===== src/rtl/pico_periph_bus_if.sv =====
`default_nettype none
// ============================================================================
//  Module   : pico_periph_bus_if
//  Purpose  : picorv32 native memory bus bundle (CPU request / response side).
//  Revision : 1.0  initial release
// ============================================================================
interface pico_periph_bus_if;
    logic        m_valid;
    logic [31:0] m_addr;
    logic [31:0] m_wdata;
    logic [3:0]  m_wstrb;
    logic        m_ready;
    logic [31:0] m_rdata;

    modport master (
        output m_valid, m_addr, m_wdata, m_wstrb,
        input  m_ready, m_rdata
    );

    modport slave (
        input  m_valid, m_addr, m_wdata, m_wstrb,
        output m_ready, m_rdata
    );
endinterface
`default_nettype wire


===== src/rtl/pico_periph_bus.sv =====
`default_nettype none
// ============================================================================
//  Module   : pico_periph_bus
//  Purpose  : Strided peripheral decoder for the picorv32 bus with per-slave
//             ready, watchdog timeout and sticky error logging.
//  Revision : 1.0  initial release
// ============================================================================
module pico_periph_bus #(
    parameter int          NUM_SLV   = 8,
    parameter logic [31:0] BASE_ADDR = 32'h0001_8000,
    parameter logic [31:0] STRIDE    = 32'h10,
    parameter int          TIMEOUT   = 255,
    parameter logic [31:0] ERR_DATA  = 32'hDEAD_BEEF
) (
    input  wire logic                    clk,
    input  wire logic                    resetn,
    pico_periph_bus_if.slave             cpu,
    output logic [NUM_SLV-1:0]           s_sel,
    output logic [31:0]                  s_addr,
    output logic [31:0]                  s_wdata,
    output logic [3:0]                   s_wstrb,
    input  wire logic [NUM_SLV-1:0]      s_ready,
    input  wire logic [NUM_SLV*32-1:0]   s_rdata,
    input  wire logic                    err_clr,
    output logic                         err_flag,
    output logic [31:0]                  err_addr
);

    localparam int IDX_W     = (NUM_SLV > 1) ? $clog2(NUM_SLV) : 1;
    localparam int CNT_W     = $clog2(TIMEOUT + 1);
    localparam int STRIDE_SH = $clog2(STRIDE);

    localparam logic [32:0]      WIN_SIZE = 33'(NUM_SLV) * {1'b0, STRIDE};
    localparam logic [CNT_W-1:0] CNT_LAST = CNT_W'(TIMEOUT - 1);

    localparam logic [1:0] ST_IDLE   = 2'd0;
    localparam logic [1:0] ST_ACCESS = 2'd1;
    localparam logic [1:0] ST_RESP   = 2'd2;

    logic [1:0]       state_q,    state_d;
    logic [IDX_W-1:0] idx_q,      idx_d;
    logic [31:0]      addr_q,     addr_d;
    logic [31:0]      wdata_q,    wdata_d;
    logic [3:0]       wstrb_q,    wstrb_d;
    logic [CNT_W-1:0] cnt_q,      cnt_d;
    logic [31:0]      rdata_q,    rdata_d;
    logic             err_flag_q, err_flag_d;
    logic [31:0]      err_addr_q, err_addr_d;

    logic [31:0]      w_offset;
    logic             w_in_win;
    logic             w_aligned;
    logic [IDX_W-1:0] w_idx;
    logic             w_sel_ready;
    logic [31:0]      w_sel_rdata;
    logic             w_err_set;

    // 33-bit compare keeps the window check correct even near the top of memory
    assign w_offset    = cpu.m_addr - BASE_ADDR;
    assign w_in_win    = (cpu.m_addr >= BASE_ADDR) && ({1'b0, w_offset} < WIN_SIZE);
    assign w_aligned   = (w_offset & (STRIDE - 32'd1)) == 32'd0;
    assign w_idx       = IDX_W'(w_offset >> STRIDE_SH);
    assign w_sel_ready = s_ready[idx_q];
    assign w_sel_rdata = s_rdata[32*idx_q +: 32];

    always_comb begin
        state_d    = state_q;
        idx_d      = idx_q;
        addr_d     = addr_q;
        wdata_d    = wdata_q;
        wstrb_d    = wstrb_q;
        cnt_d      = cnt_q;
        rdata_d    = rdata_q;
        err_addr_d = err_addr_q;
        w_err_set  = 1'b0;
        case (state_q)
            ST_IDLE: begin
                if (cpu.m_valid && w_in_win) begin
                    if (w_aligned) begin
                        idx_d   = w_idx;
                        addr_d  = cpu.m_addr;
                        wdata_d = cpu.m_wdata;
                        wstrb_d = cpu.m_wstrb;
                        cnt_d   = '0;
                        state_d = ST_ACCESS;
                    end else begin
                        rdata_d    = ERR_DATA;
                        w_err_set  = 1'b1;
                        err_addr_d = cpu.m_addr;
                        state_d    = ST_RESP;
                    end
                end
            end
            ST_ACCESS: begin
                // ready on the last permitted cycle takes priority over the watchdog
                if (w_sel_ready) begin
                    rdata_d = w_sel_rdata;
                    state_d = ST_RESP;
                end else if (cnt_q == CNT_LAST) begin
                    rdata_d    = ERR_DATA;
                    w_err_set  = 1'b1;
                    err_addr_d = addr_q;
                    state_d    = ST_RESP;
                end else begin
                    cnt_d = cnt_q + CNT_W'(1);
                end
            end
            ST_RESP: state_d = ST_IDLE;
            default: state_d = ST_IDLE;
        endcase
        err_flag_d = w_err_set | (err_flag_q & ~err_clr);
    end

    always_ff @(posedge clk or negedge resetn) begin
        if (!resetn) begin
            state_q    <= ST_IDLE;
            idx_q      <= '0;
            addr_q     <= '0;
            wdata_q    <= '0;
            wstrb_q    <= '0;
            cnt_q      <= '0;
            rdata_q    <= '0;
            err_flag_q <= 1'b0;
            err_addr_q <= '0;
        end else begin
            state_q    <= state_d;
            idx_q      <= idx_d;
            addr_q     <= addr_d;
            wdata_q    <= wdata_d;
            wstrb_q    <= wstrb_d;
            cnt_q      <= cnt_d;
            rdata_q    <= rdata_d;
            err_flag_q <= err_flag_d;
            err_addr_q <= err_addr_d;
        end
    end

    assign cpu.m_ready = (state_q == ST_RESP);
    assign cpu.m_rdata = rdata_q;
    assign s_sel       = (state_q == ST_ACCESS) ? (NUM_SLV'(1) << idx_q) : '0;
    assign s_addr      = addr_q;
    assign s_wdata     = wdata_q;
    assign s_wstrb     = (state_q == ST_ACCESS) ? wstrb_q : 4'd0;
    assign err_flag    = err_flag_q;
    assign err_addr    = err_addr_q;

endmodule
`default_nettype wire

===== src/flat_wrapper.sv =====
// flat-port wrapper written by rule: the top's interface ports become plain ports
module pico_periph_bus_flat 
#(
    parameter int          NUM_SLV   = 8,
    parameter logic [31:0] BASE_ADDR = 32'h0001_8000,
    parameter logic [31:0] STRIDE    = 32'h10,
    parameter int          TIMEOUT   = 255,
    parameter logic [31:0] ERR_DATA  = 32'hDEAD_BEEF
)
  (clk, resetn, s_sel, s_addr, s_wdata, s_wstrb, s_ready, s_rdata, err_clr, err_flag, err_addr, cpu_m_valid, cpu_m_addr, cpu_m_wdata, cpu_m_wstrb, cpu_m_ready, cpu_m_rdata);
  pico_periph_bus_if cpu_i ();
  input  wire logic clk;
  input  wire logic resetn;
  output logic [NUM_SLV-1:0] s_sel;
  output logic [31:0] s_addr;
  output logic [31:0] s_wdata;
  output logic [3:0] s_wstrb;
  input  wire logic [NUM_SLV-1:0] s_ready;
  input  wire logic [NUM_SLV*32-1:0] s_rdata;
  input  wire logic err_clr;
  output logic err_flag;
  output logic [31:0] err_addr;
  input wire logic [$bits(cpu_i.m_valid)-1:0] cpu_m_valid;
  input wire logic [$bits(cpu_i.m_addr)-1:0] cpu_m_addr;
  input wire logic [$bits(cpu_i.m_wdata)-1:0] cpu_m_wdata;
  input wire logic [$bits(cpu_i.m_wstrb)-1:0] cpu_m_wstrb;
  output wire logic [$bits(cpu_i.m_ready)-1:0] cpu_m_ready;
  output wire logic [$bits(cpu_i.m_rdata)-1:0] cpu_m_rdata;
  assign cpu_i.m_valid = cpu_m_valid;
  assign cpu_i.m_addr = cpu_m_addr;
  assign cpu_i.m_wdata = cpu_m_wdata;
  assign cpu_i.m_wstrb = cpu_m_wstrb;
  assign cpu_m_ready = cpu_i.m_ready;
  assign cpu_m_rdata = cpu_i.m_rdata;
  pico_periph_bus #(.NUM_SLV(NUM_SLV), .BASE_ADDR(BASE_ADDR), .STRIDE(STRIDE), .TIMEOUT(TIMEOUT), .ERR_DATA(ERR_DATA)) u_core (.clk(clk), .resetn(resetn), .cpu(cpu_i), .s_sel(s_sel), .s_addr(s_addr), .s_wdata(s_wdata), .s_wstrb(s_wstrb), .s_ready(s_ready), .s_rdata(s_rdata), .err_clr(err_clr), .err_flag(err_flag), .err_addr(err_addr));
endmodule

===== config.mk =====
export PLATFORM = sky130hd
export DESIGN_NAME = pico_periph_bus_flat
export DESIGN_NICKNAME = d
export VERILOG_FILES = /design/src/rtl/pico_periph_bus_if.sv /design/src/rtl/pico_periph_bus.sv /design/src/flat_wrapper.sv
export SDC_FILE = /design/constraint.sdc
export NUM_CORES = 1
export LEC_CHECK = 0
export BUFFER_PORTS_ARGS = -buffer_cell sky130_fd_sc_hd__buf_2
export CAP_MARGIN = 5
export CORE_AREA = 8 8 181 183
export CTS_CLUSTER_SIZE = 30
export DETAILED_ROUTE_END_ITERATION = 8
export DIE_AREA = 0 0 189 191
export PLACE_DENSITY = 0.67
export SLEW_MARGIN = 20
export SYNTH_ARGS = -nofsm -noshare
export SYNTH_HDL_FRONTEND = slang
export SYNTH_SLANG_ARGS = --single-unit

===== constraint.sdc =====
create_clock -name clk -period 2.8 [get_ports clk]
set_clock_uncertainty 0.05 [all_clocks]
set_input_delay 0.14 -clock clk [delete_from_list [all_inputs] [get_ports clk]]
set_output_delay 0.14 -clock clk [all_outputs]
set_load 0.1 [all_outputs]

==> metrics.md <==
| Metric | Value |
|---|---|
| Final Hold Violating Endpoints | 0 |
| Worst path cell trace | dlygate4sd3_1, buf_2, nor2b_1, a21oi_1, a2111oi_1, buf_4, a31o_2, buf_12, mux2_2 |
| Post-Layout Cell Count | 1562 |
| Pre-antenna DRT Iters | 5 |
| Post-synthesis sequential area ratio | a little over two fifths |
| Wire per inst | 21.39 um |
| Critical Path Start | cpu_m_addr[17] |
| Layout cells sized above 1 | 61.67% |
| Syn_area_per_cell | 12.99 sq um |
| Clock sinks | 143 |
| Area contributors post-synth | dfrtp_1, mux4_2, mux2_2, mux2_4, nand2_1 |
| Sw Pwr | 2419 uW |
| Pwr/cell area | 531.2 nW/um^2 |
| Area of the mapped netlist | between 8000 and 9000 sq um |
| Internal cell power | approximately 4000 uW |
| Clock Tree Buf Depth | 2 |
| Starting Density | 27.34% |
| Worst vdd ir | 0.3482 mV |
| Status | finished clean |
| Yosys warnings | 0 |
| Commonest cells after routing, fill and taps aside | buf_2, dfrtp_1, nand2_1, mux2_2, mux4_2 |
| Maxcap violations | 0 |
| Pin count of the biggest net entering global routing | 85 |
| Asr flop ratio synth | 100.0% |
| CP Data Arrival Time | 2690 ps |
| Post-synthesis adder-cell area fraction | 0.4572% |
| DIE WIDTH | about 190 um |
| Worst Tran Pin Value | approximately 830 ps |
| Port Buffers | 477 |
| Initial antenna violation count | 3 |
| Post-Syn Nets | 971 |
| Max-slew violation count | 0 |
| Sequential Power Share | approximately a third |
| Req. time, crit path | 3040 ps |
| Postcts setup bufs | 0 |
| TritonCTS clock tree | built |
| Skew-Pair Late Insertion Delay | 410 ps |
| Placer Congestion | a little over 0.9 |
| Critical Path Stages | 9 |
| Filler cells | slightly below 3000 |
| CTS HTree Levels | 4 |
| Detail Route Antenna Nets | 0 |
| Post-synth cell types | 47 |
| Buf/Inv on CP | 4 |
| Placement Rows | 64 |
| Tcrit/Tclk final | 87.42% |
| Die area | approximately 36000 sq um |
| CP delay by family, top | buffers and inverters |
| Worst relative slew slack | approximately 45% |
| Critical-path top delay cell | a2111oi_1 |
| Most common cell after layout, fill and taps aside | buf_2 |
| Setup-failing EPs final | 0 |
| Crit-path max FO | 29 |
| Cts bufs inserted | 17 |
| Root buf cell | clkbuf_16 |
| Leakage power | slightly below 0.006 uW |
| Via density per instance | 4.939 |
| Critical R2R Capture | u_core.err_addr[10] |
| DRC | 0 |
| First-pass GRT wire length | approximately 50000 um |
| Cell taking the most area after synthesis | dfrtp_1 |
| Simple-Gate Fraction of Synth Area | roughly 11% |
| XOR/XNOR share of the synthesized area | 0% |
| CP Class | primary input to register |
| Worst R2R Start | u_core.s_addr[4] |
| Minimum clock period | 2448 ps |
| Largest family of logic cells by synthesized area | multiplexers |
| Synthesis-stage register bit count | between 100 and 150 |
| Comb pwr share | 27.8% |
| Synthesis-to-finish area growth | 48.86% |
| I/O Pins | 478 |
| Placed insts | 1479 |
| Top FF cell, synth | dfrtp_1 |
| Vias in the first global route | 8414 |
| Critical path capture point | u_core.err_addr[10] |
| Final wirelength | 33410 um |
| Hold WC Path Type | primary input to register |
| Core Util, Final | about two fifths |
| NumNets Final | 1487 |
| Sw Share | around 37% |
| Setup slack, reg-to-reg | 380 ps |
| Design area | 12220 sq um |
| RSZ-0062 raised after global routing | false |
| Synth Area in Compound Gates | 6.859% |
| Synth Instances | roughly 630 |
| Critical Path Source Type | primary input |
| Initial drt markers | 449 |
| Vias | 7714 |
| DPL Wire Length | about 26000 um |
| Global route overflow | 0 |
| Core Area | 30030 sq um |
| Worst-path clk slew | ~60 ps |
| CP Capture Type | register |
| Mux contribution to synthesized area | 33.88% |
| Die Ht | roughly 190 um |
| Dpl cell area | 11130 sq um |
| Max incr delay on CP | 620 ps |
| Yosys top cell area share | between 40 and 50% |
| Worst R2R Path Depth | 6 |
| Clock Power Share | roughly 37% |
| GR Util All Layers | 18.15% |
| Fin Setup TNS | 0 ps |
| Fmax | 0.4085 GHz |
| Number of flops mapped to enable cells by yosys | 0 |
[through the flow]
stage | setup WS [ps] | total power (uW) | hold slack, ps
floorplan | -814.5 | 3520 | -205.6
global placement | -124.5 | 4057 | 219.4
CTS | 171.3 | 6587 | 0.5673
finish | 352.2 | 6491 | 27.03
detailed placement | -107.4 | 4079 | 218.7
global route | 134.3 | 6769 | 22.01
[metal layers]
metal	global-route usage [%]	vias to the layer above	part of all wire [%]
met3	4.962	31	7.4
met5	0	-	0.039
met4	5.141	2	1.6
met2	30.11	359	50
met1	22.95	3911	41
li1	-	3411	-
[cell families after synthesis]
kind of cell             after synthesis
AO/OA/AOI/OAI                         72
multiplexers                         173
buffers and inverters                 56
adder cells (fa/ha/maj)                3
flip-flops                           143
AND/OR/NAND/NOR                      185
[Yosys cell counts (all sizes together) (2+ instances only)]
| cell type | instances |
|---|---|
| mux2i | 9 |
| mux2 | 100 |
| a21o | 4 |
| nand2 | 104 |
| mux4 | 64 |
| and2 | 29 |
| nor2 | 7 |
| buf | 25 |
| nand2b | 4 |
| ha | 3 |
| nand3 | 6 |
| nor3 | 5 |
| nand4 | 2 |
| nor4 | 8 |
| o31ai | 4 |
| or2 | 2 |
| inv | 5 |
| dfrtp | 143 |
| a21oi | 8 |
| o32a | 24 |
| nor4b | 2 |
| o22ai | 8 |
| or3 | 4 |
| clkbuf | 26 |
| nor2b | 4 |
| nor3b | 2 |
| o21ai | 15 |
| or4 | 4 |
[worst min path at each step]
stage	slack, ps	cells after the start	startpoint	endpoint
CTS	0.6	2	cpu_m_addr[17]	u_core.s_addr[17]
detailed placement	220	1	resetn	u_core.s_addr[11]
finish	30	4	cpu_m_addr[7]	u_core.err_addr[7]
global route	20	2	cpu_m_addr[16]	u_core.s_addr[16]
floorplan	-210	0	resetn	u_core.cnt_q[0]
global placement	220	1	resetn	u_core.s_addr[11]
[worst min-delay path: cells and delay by family]
kind / cells / cell delay, ps
multiplexers: 1 / 130
buffers and inverters: 1 / 90
AND/OR/NAND/NOR: 2 / 90
[state kept, by name, summed over array words and instances (netlist names)]
| register | count |
|---|---|
| u_core.cnt_q | 8 |
| u_core.cpu.m_rdata | 32 |
| u_core.err_addr | 32 |
| u_core.err_flag | 1 |
| u_core.s_addr | 32 |
| u_core.s_wdata | 32 |
| u_core.state_q | 2 |
| u_core.wstrb_q | 4 |
[power by group through the flow]
stage	logic [uW]	clock network, uW	registers, uW
3_3_place_gp	1740	0	2320
6_report	1800	2400	2280
5_1_grt	1880	2590	2300
4_1_cts	1810	2490	2280
3_5_place_dp	1760	0	2320
2_1_floorplan	276	0	3240
[repair_timing]
item / 4_1_cts / 5_1_grt
hold buffers: 45 / 1
resized for setup: 0 / 1
endpoints found under the setup margin: 0 / 15
hold endpoints to repair: 125 / 1
[final cells by class]
type | instances | area, sq um | share of cell area [%]
Antenna cell | 5 | 12.51 | 0.1024
Clock inverter | 15 | 188.9 | 1.546
Sequential cell | 143 | 3585 | 29.33
Timing Repair Buffer | 548 | 3159 | 25.85
Inverter | 5 | 18.77 | 0.1536
Multi-Input combinational cell | 433 | 4335 | 35.48
Clock buffer | 17 | 425.4 | 3.481
Tap cell | 396 | 495.5 | 4.054
Power figures use the tool's default switching activity.
